File: config.mk
export PLATFORM = sky130hd
export DESIGN_NAME = pilha_rpn
export DESIGN_NICKNAME = d
export VERILOG_FILES = /design/src/rtl/pilha_rpn_pkg.sv /design/src/rtl/pilha_rpn_reg.sv /design/src/rtl/pilha_rpn.sv
export SDC_FILE = /design/constraint.sdc
export NUM_CORES = 1
export LEC_CHECK = 0
export ABC_AREA = 1
export CAP_MARGIN = 20
export CORE_ASPECT_RATIO = 1.25
export CORE_MARGIN = 3
export CORE_UTILIZATION = 44
export DETAILED_ROUTE_END_ITERATION = 16
export PLACE_DENSITY = 0.71
export REMOVE_ABC_BUFFERS = 1
export SKIP_CTS_REPAIR_TIMING = 1
export SLEW_MARGIN = 15
export SYNTH_ARGS = -nofsm -noshare
export SYNTH_HDL_FRONTEND = slang
export SYNTH_SLANG_ARGS = --single-unit
File: constraint.sdc
create_clock -name i_clk -period 3.6 [get_ports i_clk]
set_input_delay 0.9 -clock i_clk [delete_from_list [all_inputs] [get_ports i_clk]]
set_output_delay 0.9 -clock i_clk [all_outputs]
set_load 0.05 [all_outputs]
File: src/rtl/pilha_rpn_pkg.sv
// -----------------------------------------------------------------------------
// pilha_rpn_pkg
// Shared definitions for the RPN operand stack: command codes, control FSM
// state encoding and the per-entry next-value select used by pilha_rpn_reg.
// -----------------------------------------------------------------------------
package pilha_rpn_pkg;

    // Command codes presented on i_cmd
    localparam logic [2:0] CMD_NOP   = 3'd0;
    localparam logic [2:0] CMD_PUSH  = 3'd1;
    localparam logic [2:0] CMD_POP   = 3'd2;
    localparam logic [2:0] CMD_DUP   = 3'd3;
    localparam logic [2:0] CMD_SWAP  = 3'd4;
    localparam logic [2:0] CMD_BINOP = 3'd5;
    localparam logic [2:0] CMD_CLEAR = 3'd6;
    localparam logic [2:0] CMD_UNOP  = 3'd7;

    // Control FSM: IDLE accepts commands, WAIT holds the stack for the ALU
    typedef enum logic {
        ST_IDLE = 1'b0,
        ST_WAIT = 1'b1
    } state_t;

    // Next-value select of one stack entry
    typedef enum logic [1:0] {
        SEL_HOLD  = 2'd0,   // keep current value
        SEL_LOAD  = 2'd1,   // take the entry above (or new data for entry 0)
        SEL_SHIFT = 2'd2    // take the entry below (stack moves toward TOS)
    } sel_t;

endpackage

File: src/rtl/pilha_rpn_reg.sv
// -----------------------------------------------------------------------------
// pilha_rpn_reg
// One stack entry: a WIDTH-bit register with a hold / load / shift select.
// Ports:
//   i_clk, i_rst_n  clock, asynchronous active-low reset
//   i_sel           next-value select (sel_t)
//   i_load          value taken on SEL_LOAD
//   i_shift         value taken on SEL_SHIFT
//   o_q             stored value
// -----------------------------------------------------------------------------
module pilha_rpn_reg
    import pilha_rpn_pkg::*;
#(
    parameter int WIDTH = 8
) (
    input  logic             i_clk,
    input  logic             i_rst_n,
    input  sel_t             i_sel,
    input  logic [WIDTH-1:0] i_load,
    input  logic [WIDTH-1:0] i_shift,
    output logic [WIDTH-1:0] o_q
);

    logic [WIDTH-1:0] r_q;

    // NOTE: storage is reset too, so the stack contents are deterministic
    // after reset even though entries above count are never observed.
    always_ff @(posedge i_clk or negedge i_rst_n) begin
        if (!i_rst_n) begin
            r_q <= '0;
        end else begin
            // NOTE: non-blocking assignment for every sequential register.
            case (i_sel)
                SEL_LOAD:  r_q <= i_load;
                SEL_SHIFT: r_q <= i_shift;
                default:   r_q <= r_q;
            endcase
        end
    end

    assign o_q = r_q;

endmodule

File: src/rtl/pilha_rpn.sv
// -----------------------------------------------------------------------------
// pilha_rpn
// RPN operand stack of DEPTH words of WIDTH bits with an ALU start/done
// handshake. Entry 0 is TOS, entry 1 is NOS.
// Ports:
//   i_clk, i_rst_n     clock, asynchronous active-low reset
//   i_cmd_valid/i_cmd  command request and code (pilha_rpn_pkg CMD_*)
//   o_cmd_ready        high in IDLE; command accepted on valid && ready
//   i_d                data for PUSH
//   o_alu_start        one-cycle ALU launch pulse
//   i_alu_done         ALU result valid (only sampled in WAIT)
//   i_alu_result       ALU result
//   o_tdp / o_pdp      TOS / NOS, forced to 0 when not present
//   o_count            number of valid entries
//   o_empty / o_full   occupancy flags
//   o_err / i_err_clr  sticky stack error and its synchronous clear
// -----------------------------------------------------------------------------
module pilha_rpn
    import pilha_rpn_pkg::*;
#(
    parameter  int WIDTH = 8,
    parameter  int DEPTH = 8,
    localparam int CNT_W = $clog2(DEPTH + 1)
) (
    input  logic             i_clk,
    input  logic             i_rst_n,
    input  logic             i_cmd_valid,
    input  logic [2:0]       i_cmd,
    output logic             o_cmd_ready,
    input  logic [WIDTH-1:0] i_d,
    output logic             o_alu_start,
    input  logic             i_alu_done,
    input  logic [WIDTH-1:0] i_alu_result,
    output logic [WIDTH-1:0] o_tdp,
    output logic [WIDTH-1:0] o_pdp,
    output logic [CNT_W-1:0] o_count,
    output logic             o_empty,
    output logic             o_full,
    output logic             o_err,
    input  logic             i_err_clr
);

    state_t           r_state;
    logic             r_pend_bin;   // operation in flight is a BINOP
    logic             r_alu_start;
    logic [CNT_W-1:0] r_count;
    logic             r_err;

    logic [WIDTH-1:0] w_q [DEPTH];
    sel_t             w_sel [DEPTH];
    logic [WIDTH-1:0] w_load0;
    logic [CNT_W-1:0] w_count_nxt;
    logic             w_accept, w_done, w_illegal, w_exec, w_is_alu;
    logic             w_is_empty, w_is_full, w_lt2;

    assign w_is_empty = (r_count == '0);
    assign w_is_full  = (r_count == CNT_W'(DEPTH));
    assign w_lt2      = (r_count <  CNT_W'(2));

    assign w_accept = i_cmd_valid && (r_state == ST_IDLE);
    assign w_done   = i_alu_done  && (r_state == ST_WAIT);
    assign w_is_alu = (i_cmd == CMD_BINOP) || (i_cmd == CMD_UNOP);
    assign w_exec   = w_accept && !w_illegal;

    // Entry 0 loads push data in IDLE and the ALU result in WAIT
    assign w_load0 = (r_state == ST_WAIT) ? i_alu_result : i_d;

    always_comb begin
        case (i_cmd)
            CMD_PUSH:  w_illegal = w_is_full;
            CMD_POP:   w_illegal = w_is_empty;
            CMD_DUP:   w_illegal = w_is_empty || w_is_full;
            CMD_SWAP:  w_illegal = w_lt2;
            CMD_BINOP: w_illegal = w_lt2;
            CMD_UNOP:  w_illegal = w_is_empty;
            default:   w_illegal = 1'b0;
        endcase
    end

    // Per-entry select and next occupancy
    always_comb begin
        // NOTE: every output gets a default first so no latch is inferred.
        for (int i = 0; i < DEPTH; i++) w_sel[i] = SEL_HOLD;
        w_count_nxt = r_count;
        if (w_done) begin
            w_sel[0] = SEL_LOAD;
            if (r_pend_bin) begin
                // NOS is consumed: everything below moves up one slot
                for (int i = 1; i < DEPTH; i++) w_sel[i] = SEL_SHIFT;
                w_count_nxt = r_count - CNT_W'(1);
            end
        end else if (w_exec) begin
            case (i_cmd)
                CMD_PUSH: begin
                    for (int i = 0; i < DEPTH; i++) w_sel[i] = SEL_LOAD;
                    w_count_nxt = r_count + CNT_W'(1);
                end
                CMD_POP: begin
                    for (int i = 0; i < DEPTH; i++) w_sel[i] = SEL_SHIFT;
                    w_count_nxt = r_count - CNT_W'(1);
                end
                CMD_DUP: begin
                    // TOS stays, a copy of it is pushed below
                    for (int i = 1; i < DEPTH; i++) w_sel[i] = SEL_LOAD;
                    w_count_nxt = r_count + CNT_W'(1);
                end
                CMD_SWAP: begin
                    w_sel[0] = SEL_SHIFT;
                    w_sel[1] = SEL_LOAD;
                end
                CMD_CLEAR: w_count_nxt = '0;
                default: ;
            endcase
        end
    end

    for (genvar g = 0; g < DEPTH; g++) begin : g_entry
        logic [WIDTH-1:0] w_ld;
        logic [WIDTH-1:0] w_sh;
        if (g == 0) begin : g_top
            assign w_ld = w_load0;
        end else begin : g_below
            assign w_ld = w_q[g-1];
        end
        if (g == DEPTH - 1) begin : g_bottom
            assign w_sh = '0;
        end else begin : g_above
            assign w_sh = w_q[g+1];
        end
        pilha_rpn_reg #(.WIDTH(WIDTH)) u_reg (
            .i_clk   (i_clk),
            .i_rst_n (i_rst_n),
            .i_sel   (w_sel[g]),
            .i_load  (w_ld),
            .i_shift (w_sh),
            .o_q     (w_q[g])
        );
    end

    // Control FSM, occupancy counter and sticky error
    always_ff @(posedge i_clk or negedge i_rst_n) begin
        if (!i_rst_n) begin
            r_state     <= ST_IDLE;
            r_pend_bin  <= 1'b0;
            r_alu_start <= 1'b0;
            r_count     <= '0;
            r_err       <= 1'b0;
        end else begin
            r_alu_start <= 1'b0;
            r_count     <= w_count_nxt;
            // A new violation wins over a clear in the same cycle
            if (w_accept && w_illegal) r_err <= 1'b1;
            else if (i_err_clr)        r_err <= 1'b0;
            case (r_state)
                ST_IDLE: begin
                    if (w_exec && w_is_alu) begin
                        r_state     <= ST_WAIT;
                        r_alu_start <= 1'b1;
                        r_pend_bin  <= (i_cmd == CMD_BINOP);
                    end
                end
                ST_WAIT: begin
                    if (i_alu_done) r_state <= ST_IDLE;
                end
                default: r_state <= ST_IDLE;
            endcase
        end
    end

    assign o_cmd_ready = (r_state == ST_IDLE);
    assign o_alu_start = r_alu_start;
    assign o_count     = r_count;
    assign o_empty     = w_is_empty;
    assign o_full      = w_is_full;
    assign o_err       = r_err;
    assign o_tdp       = w_is_empty ? '0 : w_q[0];
    assign o_pdp       = w_lt2      ? '0 : w_q[1];

endmodule

# == Word-level counts from Yosys, hierarchy flattened ==
# Index checks and enable logic that the tools add are counted.
# totals
ff_bits,72
latch_bits,0
ram_bits,0
mem_bits_ro,0
input_bits,24
mem_count,0
# classes
add_sub_neg,2
n_mul,0
div_mod_pow,0
magnitude_cmp,1
n_eq_ne,25
shift,0
n_mux,28
bitwise,1
n_reduce_logical,27
# op_table
op,n
case mux 8 bit (2 select lines),8
2-to-1 mux 16 bit,2
2-to-1 mux 8 bit,3
case mux 12 bit (2 select lines),1
nonzero test 2 bit,10
"== test 2 x 1 -> 1 bit, second input constant",8
"== test 2 bit, second input constant",8
2-to-1 mux 14 bit,1
"== test 3 bit, second input constant",4
2-to-1 mux 4 bit,3
case mux 4 bit (3 select lines),1
case mux 2 bit (2 select lines),2
OR reduction 2 bit,4
"== test 3 x 2 -> 1 bit, second input constant",2
logical AND 1 bit,5
2-to-1 mux 1 bit,5
"adder 4 x 1 -> 4 bit, second input constant",1
"== test 4 bit, second input constant",1
zero test 4 bit,1
"less-than comparator 4 x 2 -> 1 bit, second input constant",1
case mux 1 bit (4 select lines),1
nonzero test 4 bit,1
"subtractor 4 x 1 -> 4 bit, second input constant",1
"== test 3 x 1 -> 1 bit, second input constant",1
8 further kinds,9

# == Depth between registers and ports, before layout ==
# Gate-level depths: netlist of run 1.
# logic_depth
word_depth,9
mapped_depth,17
ltp_nobuf,15

# == Hierarchy ==
# A second synthesis of run 1 with hierarchy kept.
# hier_totals
hier_cells,716
hier_area_um2,4594.4
# modules_own_cells
module,instances,cells_per_inst,area_per_inst_um2,seq_area_each_um2
pilha_rpn_reg,8,70,456.7,200.2
pilha_rpn,1,156,940.9,200.2

# == Worst setup path before layout of run 1 ==
# OpenSTA, ideal clock, no wires.
# synth_path
path_kind,register to register
from,"register r_count[0], in the netlist o_count[0]"
to,register g_entry[2].u_reg.r_q[3]
setup_time_ps,133
t_arrival_ps,2907
required_time_ps,3467
setup_slack_ps,561
path_stages_with_launch,17
path_buffers,2
period_less_slack_ps,3039
cell_sequence,dfrtp_1 > inv_1 > ha_1 > nand2_2 > nor2_4 > a21oi_4 > nand2_2 > inv_2 > nand2_2 > o21ai_1 > ha_1 > inv_1 > buf_2 > clkbuf_1 > o21ai_0 > a21oi_1 > a21oi_1
# synth_between
elab_chain_cells,9
word_cells_on_any_way,13
# synth_rtl
element,line,rtl
"start, declared",pilha_rpn.sv:46,logic [CNT_W-1:0] r_count;
"start signal, assigned",pilha_rpn.sv:150,r_count <= w_count_nxt;
zero test 4 bit *,pilha_rpn.sv:56,assign w_is_empty = (r_count == '0);
via o_empty,pilha_rpn.sv:37,"output logic o_empty,"
logical OR 1 bit,pilha_rpn.sv:72,CMD_DUP: w_illegal = w_is_empty || w_is_full;
case mux 1 bit (4 select lines) *,pilha_rpn.sv:69,case (i_cmd)
zero test 1 bit *,pilha_rpn.sv:63,assign w_exec = w_accept && !w_illegal;
logical AND 1 bit *,pilha_rpn.sv:63,
2-to-1 mux 16 bit *,pilha_rpn.sv:92,end else if (w_exec) begin
2-to-1 mux 16 bit *,pilha_rpn.sv:85,if (w_done) begin
== test 2 bit / == test 2 x 1 -> 1 bit (equally long branches),pilha_rpn_reg.sv:33,case (i_sel)
case mux 8 bit (2 select lines) / nonzero test 2 bit (equally long branches),n/a,
"end signal, assigned",pilha_rpn_reg.sv:34,SEL_LOAD: r_q <= i_load;
"end signal, assigned",pilha_rpn_reg.sv:35,SEL_SHIFT: r_q <= i_shift;
"end signal, assigned",pilha_rpn_reg.sv:36,default: r_q <= r_q;
"end, declared",pilha_rpn_reg.sv:24,logic [WIDTH-1:0] r_q;
# The timed path passes the listed nets; every way through them passes the cells marked *.
# A chain may end at the register's enable or synchronous reset.

# == Worst setup path after layout of run 1 ==
# layout_path
from,"register r_count[0], in the netlist o_count[0]"
to,output port o_empty
# layout_between
elab_chain_cells,1
# layout_rtl
element,line
zero test 4 bit,pilha_rpn.sv:56
"end, declared",pilha_rpn.sv:37
# No other way between the ends.

==> results.md, run 1 <==
Status:
- The run finished with clean final reports.

Yosys:
- During synthesis, Yosys emitted a total of 0 warnings.
- The share of Yosys cell area claimed by the top area cell type is between 40% and 50%.
- Synthesis produced approximately 480 cells.
- The synthesized area per cell is about 7.9 um2.
- Yosys attributes the largest share of cell area to sky130_fd_sc_hd__dfrtp_1, sky130_fd_sc_hd__nand2_1, sky130_fd_sc_hd__o21ai_0.
- For this run, asynchronously set or reset flops after synthesis account for 100.0%.
- The synthesized area is between 0.003 and 0.004 mm2.
- The count of distinct cell types in the synthesized netlist is 30.
- The library cell occupying the most area in the post-synthesis netlist is sky130_fd_sc_hd__dfrtp_1.
- Sequential cells were found to cover ~47% of the synthesized design area.
- Sorting the synthesized cells by how often they occur yields sky130_fd_sc_hd__nand2_1, sky130_fd_sc_hd__dfrtp_1, sky130_fd_sc_hd__inv_1.
- Counting flops and latches in the post-synthesis netlist gives about 70.
- sky130_fd_sc_hd__nand2_1 is the most common cell in the netlist.
- In this run, synthesis inferred 0 flip-flops with an integrated enable.
- For this run, the leading register cell type out of synthesis is sky130_fd_sc_hd__dfrtp_1.

Drt:
- In the final routed layout, each cell accounts on average for roughly 14 um.
- The count of routing violations after the opening detailed-route iteration is just over 200.
- The detail route stage leaves a number of antenna-violating nets equal to 0.
- The pre-antenna-repair detailed-routing pass consisted of 4 iterations.
- The count of unresolved DRC violations after routing is 0.
- After detailed routing, the number of vias per cell comes to between 5 and 6.
- The count of vias placed by the detailed router is roughly 3200.
- The routed wire length is 8574 um.

Pwr:
- The maximum VDD drop is between 0.5 and 0.6 mV.
- For this design the ratio of total power to cell area is between 800 and 900 mW/mm2.
- The post-layout total power is between 4 and 5 mW.
- The reported leakage power is 2.103 nW.

Global route:
- The maximum number of pins on one net before global-route repair is 66.
- The aggregate global routing overflow is 0.
- The number of global-route vias before repair came to 3140.
- The first global-routing pass estimated around 14000 um of wire.
- The global routing usage summed across all routing layers is between 10% and 20%.
- The initial antenna violation count is 0.

Clocking:
- The clock passes through at most 2 buffers.
- After clock tree synthesis, the clock-pin slew on the worst setup and hold paths is approximately 0.08 ns.
- Clock latency on the worst-skew pair, taken at its later pin, is ~0.35 ns.
- The number of H-tree branching levels is 3.
- TritonCTS created 9 clock buffers.
- The TritonCTS clock tree is done.
- The tree is rooted in a sky130_fd_sc_hd__clkbuf_8.
- Counting every sink on the clock net gives 72.

STA:
- The final-report max-slew violation count is 0.
- On the final layout, the worst hold slack is ~0.48 ns.
- Between clock sinks in the finished design, the worst skew comes to a little over 0.009 ns.
- For the pin with the worst max-slew slack, the measured transition is roughly 0.67 ns.
- The smallest clock period supported by the final layout is computed as ~3.3 ns.
- Setup repair after global routing left no endpoint under its margin.
- Once routing completed, OpenROAD measured the worst setup slack at 0.2860 ns.
- The final clock period utilization by the worst path is about 90%.
- The number of hold violations in the final report is 0.
- Measured against its own limit, the worst slew margin works out to a little under three fifths.
- The upper clock frequency limit is 301.7 MHz.
- The count of final setup violators is 0.
- The final-layout setup total negative slack is 0 ns.

Final layout:
- Cells with a size suffix above 1 make up 7.810% of the layout.
- The end-of-flow core utilization is around 55%.
- Fill cells in the final layout number 810.
- At the end of the flow, the number of nets in the layout was between 500 and 600.
- After routing the design area is roughly 0.0046 mm2.
- 0 antenna diodes ended up in the layout.
- The finished layout holds 622 standard cells, fillers aside.
- The area growth from synthesis to layout is 21.19%.

Placed design:
- The congestion estimate from routability-driven global placement came to 0.9287.
- The quantity of I/O buffers inserted on ports is 48.
- Detailed placement finished with a half-perimeter wire length of approximately 6100 um.
- The number of cells after detailed placement is approximately 610.
- At the placement stage, the worst setup path has a slack of approximately 0.12 ns.
- The placed cell area is between 0.004 and 0.005 mm2.

Job:
- The tool flagged a number of max-cap violations equal to 0.

Floorplan:
- The initial core utilization is between 40% and 50%.
- The die boundary width is 89.15 um.
- The number of top-level pins is a little under 50.
- The die area is just under 0.01 mm2.
- The total core area is roughly 0.0083 mm2.
- The floorplan step set the die height to 109.9 um.
- Row generation in the floorplan step produced 37 rows.

Critical path:
- In this run the worst path has a maximum fanout of 10.
- Traced cell by cell, the critical path runs through inv_1 > ha_1 > nand2_2 > nor2_4 > clkdlybuf4s50_1.
- The worst setup path category is flip-flop to primary output.
- The worst setup path is captured at a primary output.
- STA classifies the critical path startpoint as a flip-flop.
- The cell with the largest stage delay on the worst path is sky130_fd_sc_hd__clkdlybuf4s50_1.
- STA puts the critical path data required time at ~2.7 ns.
- The maximum cell stage delay along the critical path is ~0.89 ns.
- The data arrival time at the worst-slack endpoint is about 2.4 ns.

Hold path:
- The path class of the tightest hold or removal check is flip-flop to flip-flop.
-- final timing paths --
kind / start / endpoint / slack, ns / cells past startpoint
setup / recovery: o_count[0] / o_empty / 0.29 / 5
hold / removal: g_entry[7].u_reg.o_q[4] / g_entry[7].u_reg.o_q[4] / 0.48 / 2
setup reg to reg: o_count[0] / g_entry[2].u_reg.o_q[5] / 0.83 / 15
hold reg to reg: g_entry[7].u_reg.o_q[4] / g_entry[7].u_reg.o_q[4] / 0.48 / 2
max in group asynchronous: i_rst_n / g_entry[1].u_reg.o_q[2] / 2.35 / 2
min in group asynchronous: i_rst_n / g_entry[0].u_reg.o_q[7] / 0.58 / 1
-- cell usage in the layout (no fill, tap or decap), drive strengths merged, types with 8 or more instances in the layout --
cell,count
nand3,24
a21oi,48
inv,72
o211ai,25
nor2,30
buf,12
clkdlybuf4s50,47
clkbuf,12
nand2,94
o21ai,57
dfrtp,72
a211oi,8
-- per-layer routing --
metal | GRT usage (%) | part of all wire (%) | up-vias
met2 | 32.03 | 50 | 54
met3 | 4.048 | 3.2 | 13
met5 | 0 | 0 | -
met1 | 23.42 | 44 | 1527
li1 | - | - | 1652
met4 | 6.702 | 2.2 | 0
-- cell type report --
class / count / area, um2 / share of cell area, %
Multi-Input combinational cell: 305 / 1604 / 34.81
Tap cell: 97 / 121.4 / 2.634
Clock inverter: 4 / 53.80 / 1.168
Clock buffer: 12 / 145.1 / 3.150
Sequential cell: 72 / 1802 / 39.10
Timing Repair Buffer: 59 / 608.1 / 13.20
Inverter: 73 / 274.0 / 5.946
-- power breakdown --
part | switching [mW] | internal, mW | leakage, nW
Clock | 0.302 | 0.341 | 0.0928
Combinational | 1.30 | 0.660 | 1.15
Sequential | 0.254 | 1.19 | 0.857
-- critical path: cells and delay by family (launching register included) --
kind	cells	cell delay (ns)
adder cells (fa/ha/maj)	1	0.23
AND/OR/NAND/NOR	2	0.41
flip-flops	1	0.44
buffers and inverters	2	0.99
-- registers in the layout, indices dropped and copies added, names as in the netlist --
signal             flops
g_entry.u_reg.o_q     64
o_alu_start            1
o_count                4
o_err                  1
r_pend_bin             1
r_state                1
-- logic make-up (layout without fill, tap and decap cells) --
group,Yosys count,in the layout,share of synthesized area (%)
flops,72,72,47.38
simple gates,151,151,17.44
buf+inv,102,148,10.43
xor+xnor,4,4,0.9215
compound gates,144,144,21.85
fa+ha+maj,6,6,1.974
No activity file was read; power rests on OpenSTA's default activity.
==> run 2: changes to the inputs <==
--- a/config.mk
+++ b/config.mk
@@ -15,2 +15,3 @@
 export REMOVE_ABC_BUFFERS = 1
+export SETUP_SLACK_MARGIN = 0.1
 export SKIP_CTS_REPAIR_TIMING = 1
--- a/constraint.sdc
+++ b/constraint.sdc
@@ -3,2 +3,2 @@
 set_output_delay 0.9 -clock i_clk [all_outputs]
-set_load 0.05 [all_outputs]
+set_load 0.02 [all_outputs]
==> results of run 2 <==
Same layout as run 1 (identical final DEF). Status: completed.
Main changes from that run: setup slack after layout 0.2860 ns -> 0.4582 ns; start point of the critical path o_count[0] -> i_cmd[2]; end point of the critical path o_empty -> g_entry[2].u_reg.o_q[5]; total power 4.044 mW -> 3.668 mW; worst IR drop on VDD 0.5970 mV -> 0.4343 mV
==> run 3: changes to the inputs <==
- HOLD_SLACK_MARGIN: not set -> 0.15
- clock period: 3.6 -> 3.14 ns (I/O delays scaled with it)
==> results.md, run 3 (same netlist as run 1, synthesis figures left out) <==
Global route:
- The initial antenna violation count is 0 (unchanged).
- The number of global-route vias before repair is 3268 (+4.1%).
- The maximum number of pins on one net before global-route repair came to 73 (+11%).
- The global routing usage summed across all routing layers is 20.17% (+1.3 points).
- The wire length of the first global-routing pass was 15380 um (+6.1%).
- The aggregate global routing overflow is 0 (unchanged).

STA:
- The max-slew headroom at the worst pin is 66.96% (+11 points).
- The final hold slack is 0.4354 ns (-0.04700 ns).
- After layout, the worst path uses about 95% of the clock period.
- The transition time at the pin with the least slew margin is 0.4957 ns (-0.1712 ns).
- The number of hold violations in the final report is 0 (unchanged).
- The final clock skew is 0.01154 ns (+0.002404 ns).
- The upper clock frequency limit is about 330 MHz.
- The minimum period implied by the final worst setup slack is about 3 ns.
- The count of final setup violators is 0 (unchanged).
- Setup repair after global routing left no endpoint under its margin.
- The final-report max-slew violation count came to 0 (unchanged).

Critical path:
- The worst setup path category is flip-flop to primary output.
- The sort of element at the start of the critical path is a flip-flop.
- The required arrival time at the worst endpoint is 2.35 ns.
- The maximum fanout encountered on the critical timing path is 10.
- The first element of the critical path is o_count[0].
- Data arrives at the worst endpoint at 2.21 ns.
- The capturing element type of the critical path is a primary output.
- In this run the critical register-to-register path is launched from o_count[0].

Clocking:
- The clock slew seen by the registers of the worst setup and hold paths is 0.08 ns (about the same).
- TritonCTS built the clock tree.
- The number of CTS-inserted buffers was 9 (unchanged).
- The cell at the root of the clock tree is sky130_fd_sc_hd__clkbuf_8.
- The number of H-tree branching levels is 3 (unchanged).
- The number of sinks on the clock net is 72 (unchanged).
- The buffer levels on the longest clock path is 2 (unchanged).
- The worst-skew pair later-pin latency is 0.35 ns (about the same).

Drt:
- The vias per cell is 5.202 (-0.33%).
- The routed wire length is 8869 um (+3.4%).
- The routed length per placed instance is 13.86 um (+0.53%).
- The antenna violation net count after detailed routing is 0 (unchanged).
- The count of routing violations after the opening detailed-route iteration is 201 (-1.5%).
- The count of unresolved DRC violations after routing came to 0 (unchanged).
- The count of vias placed by the detailed router is 3329 (+2.6%).
- The number of search-and-repair iterations in the first detailed-routing pass is 5 (+1).

Final layout:
- The most common cell after layout, fill and taps aside is sky130_fd_sc_hd__nand2_1.
- The summed area of non-filler cells in the final layout is 0.004758 mm2 (+3.3%).
- The end-of-flow core utilization is 57.10% (+1.8 points).
- The layout-stage area growth over the synthesis result is 25.14%.
- The share of layout cells above drive strength 1 is 10.68% (+2.9 points).
- In the layout the commonest cells are sky130_fd_sc_hd__nand2_1, sky130_fd_sc_hd__dfrtp_1, sky130_fd_sc_hd__inv_1, sky130_fd_sc_hd__o21ai_0, sky130_fd_sc_hd__a21oi_1.
- The number of diodes added for antenna fixing is 0 (unchanged).
- The number of fill cells is 789 (-2.6%).
- The area of the multi-input gates came to 0.001604 mm2 (unchanged).
- The final net count came to 568 (+3.3%).
- The total area of sequential cells is 0.001802 mm2 (unchanged).
- The filler-free cell count of the finished design is 640 (+2.9%).
- The number of flip-flops under the largest register name is 64 (unchanged).

Placed design:
- The number of cells after detailed placement is 622 (+2.6%).
- The quantity of I/O buffers inserted on ports is 48 (unchanged).
- The weighted congestion reported at the end of routability-driven placement is 0.9069 (-2.3%).
- The detailed placement HPWL is 6330 um (+3.0%).
- The placed cell area is 0.004554 mm2 (+3.3%).

Hold path:
- The type of the worst min-delay path is primary input to asynchronous set/reset pin.

Status:
- The flow ran to the end, and the final reports show no timing, DRC or antenna violations.

Floorplan:
- The die boundary width is 89.15 um (unchanged).
- The die area is 0.009800 mm2 (unchanged).
- The initial core utilization was 45.63% (unchanged).
- The number of placement rows is 37 (unchanged).
- The height of the chip was 109.9 um (unchanged).
- The total core area is 0.008333 mm2 (unchanged).
- The number of top-level pins was 49 (unchanged).

Pwr:
- The reported leakage power is 2.221 nW (+5.6%).
- The clock power share is 15.2%.
- The maximum VDD drop is ~0.57 mV.
- Net switching is 40.56% of the power.
- The internal power of the cells totals around 2.5 mW.
- The proportion of power drawn by flip-flops and latches is 39.2%.
- The net load switching power is 1.709 mW.
- Power spread over the standard cell area amounts to between 800 and 900 mW/mm2.
- Combinational logic burns 45.6% of the power.

Job:
- The number of maximum-capacitance constraint violations is 0 (unchanged).
## run 3: cell count changes in the layout (fill, tap and decap cells not counted)
cell,previous run,this run
sky130_fd_sc_hd__buf_4,7,22
sky130_fd_sc_hd__clkdlybuf4s50_1,47,43
sky130_fd_sc_hd__dlymetal6s2s_1,0,4
sky130_fd_sc_hd__buf_12,4,7
sky130_fd_sc_hd__clkinv_2,0,2
sky130_fd_sc_hd__bufinv_16,1,0
sky130_fd_sc_hd__clkbuf_1,2,3
sky130_fd_sc_hd__clkinv_4,1,0
sky130_fd_sc_hd__clkinvlp_4,2,1
## run 3: worst paths after layout
path / end / slack (ns) / cells past startpoint
max: o_tdp[6] / 0.15 / 7
min: g_entry[1].u_reg.o_q[7] / 0.44 / 2
max reg2reg: g_entry[7].u_reg.o_q[7] / 0.40 / 18
min reg2reg: g_entry[7].u_reg.o_q[4] / 0.48 / 2
max in group asynchronous: g_entry[3].u_reg.o_q[3] / 2.38 / 2
min in group i_clk: g_entry[7].u_reg.o_q[4] / 0.48 / 2
## run 3: critical path, cell delays in order (launching register included)
cell and delay [ns]:
sky130_fd_sc_hd__dfrtp_1 0.43, sky130_fd_sc_hd__inv_1 0.08, sky130_fd_sc_hd__ha_1 0.25, sky130_fd_sc_hd__nand2_2 0.12, sky130_fd_sc_hd__nor2_4 0.05, sky130_fd_sc_hd__buf_12 0.15, sky130_fd_sc_hd__nor2_1 0.13, sky130_fd_sc_hd__clkdlybuf4s50_1 0.63
## run 3: power groups by stage
stage / logic [mW] / clock network [mW] / registers [mW]
CTS: 1.90 / 0.665 / 1.65
finish: 1.92 / 0.642 / 1.65
global placement: 1.84 / 0 / 1.65
floorplan: 1.11 / 0 / 1.62
detailed placement: 1.89 / 0 / 1.67
global route: 2.15 / 0.699 / 1.71
## run 3: layout make-up
cell class,instances,area share (%)
sequential,72,37.86
clock inverter,3,0.3681
multi-input combinational,305,33.71
tap,97,2.551
clock buffer,13,3.129
inverter,73,5.759
timing repair buffer,77,16.62
## run 3: layer usage
metal  routed length (um)  vias to the layer above  GRT usage [%]
met2                 4541                       61          33.67
met3                  302                       10          3.973
met4                  159                        0          7.447
met5                    0                        -              0
li1                     -                     1685              -
met1                 3865                     1573          25.70
## run 3: metrics by stage
| step | power, mW | setup WS, ns | TNS, ns |
|---|---|---|---|
| floorplan | 2.734 | -0.4628 | -14.25 |
| global placement | 3.484 | 0.04269 | 0 |
| detailed placement | 3.552 | -0.03363 | -0.2443 |
| CTS | 4.214 | 0.1032 | 0 |
| global route | 4.566 | 0.09638 | 0 |
| finish | 4.213 | 0.1497 | 0 |
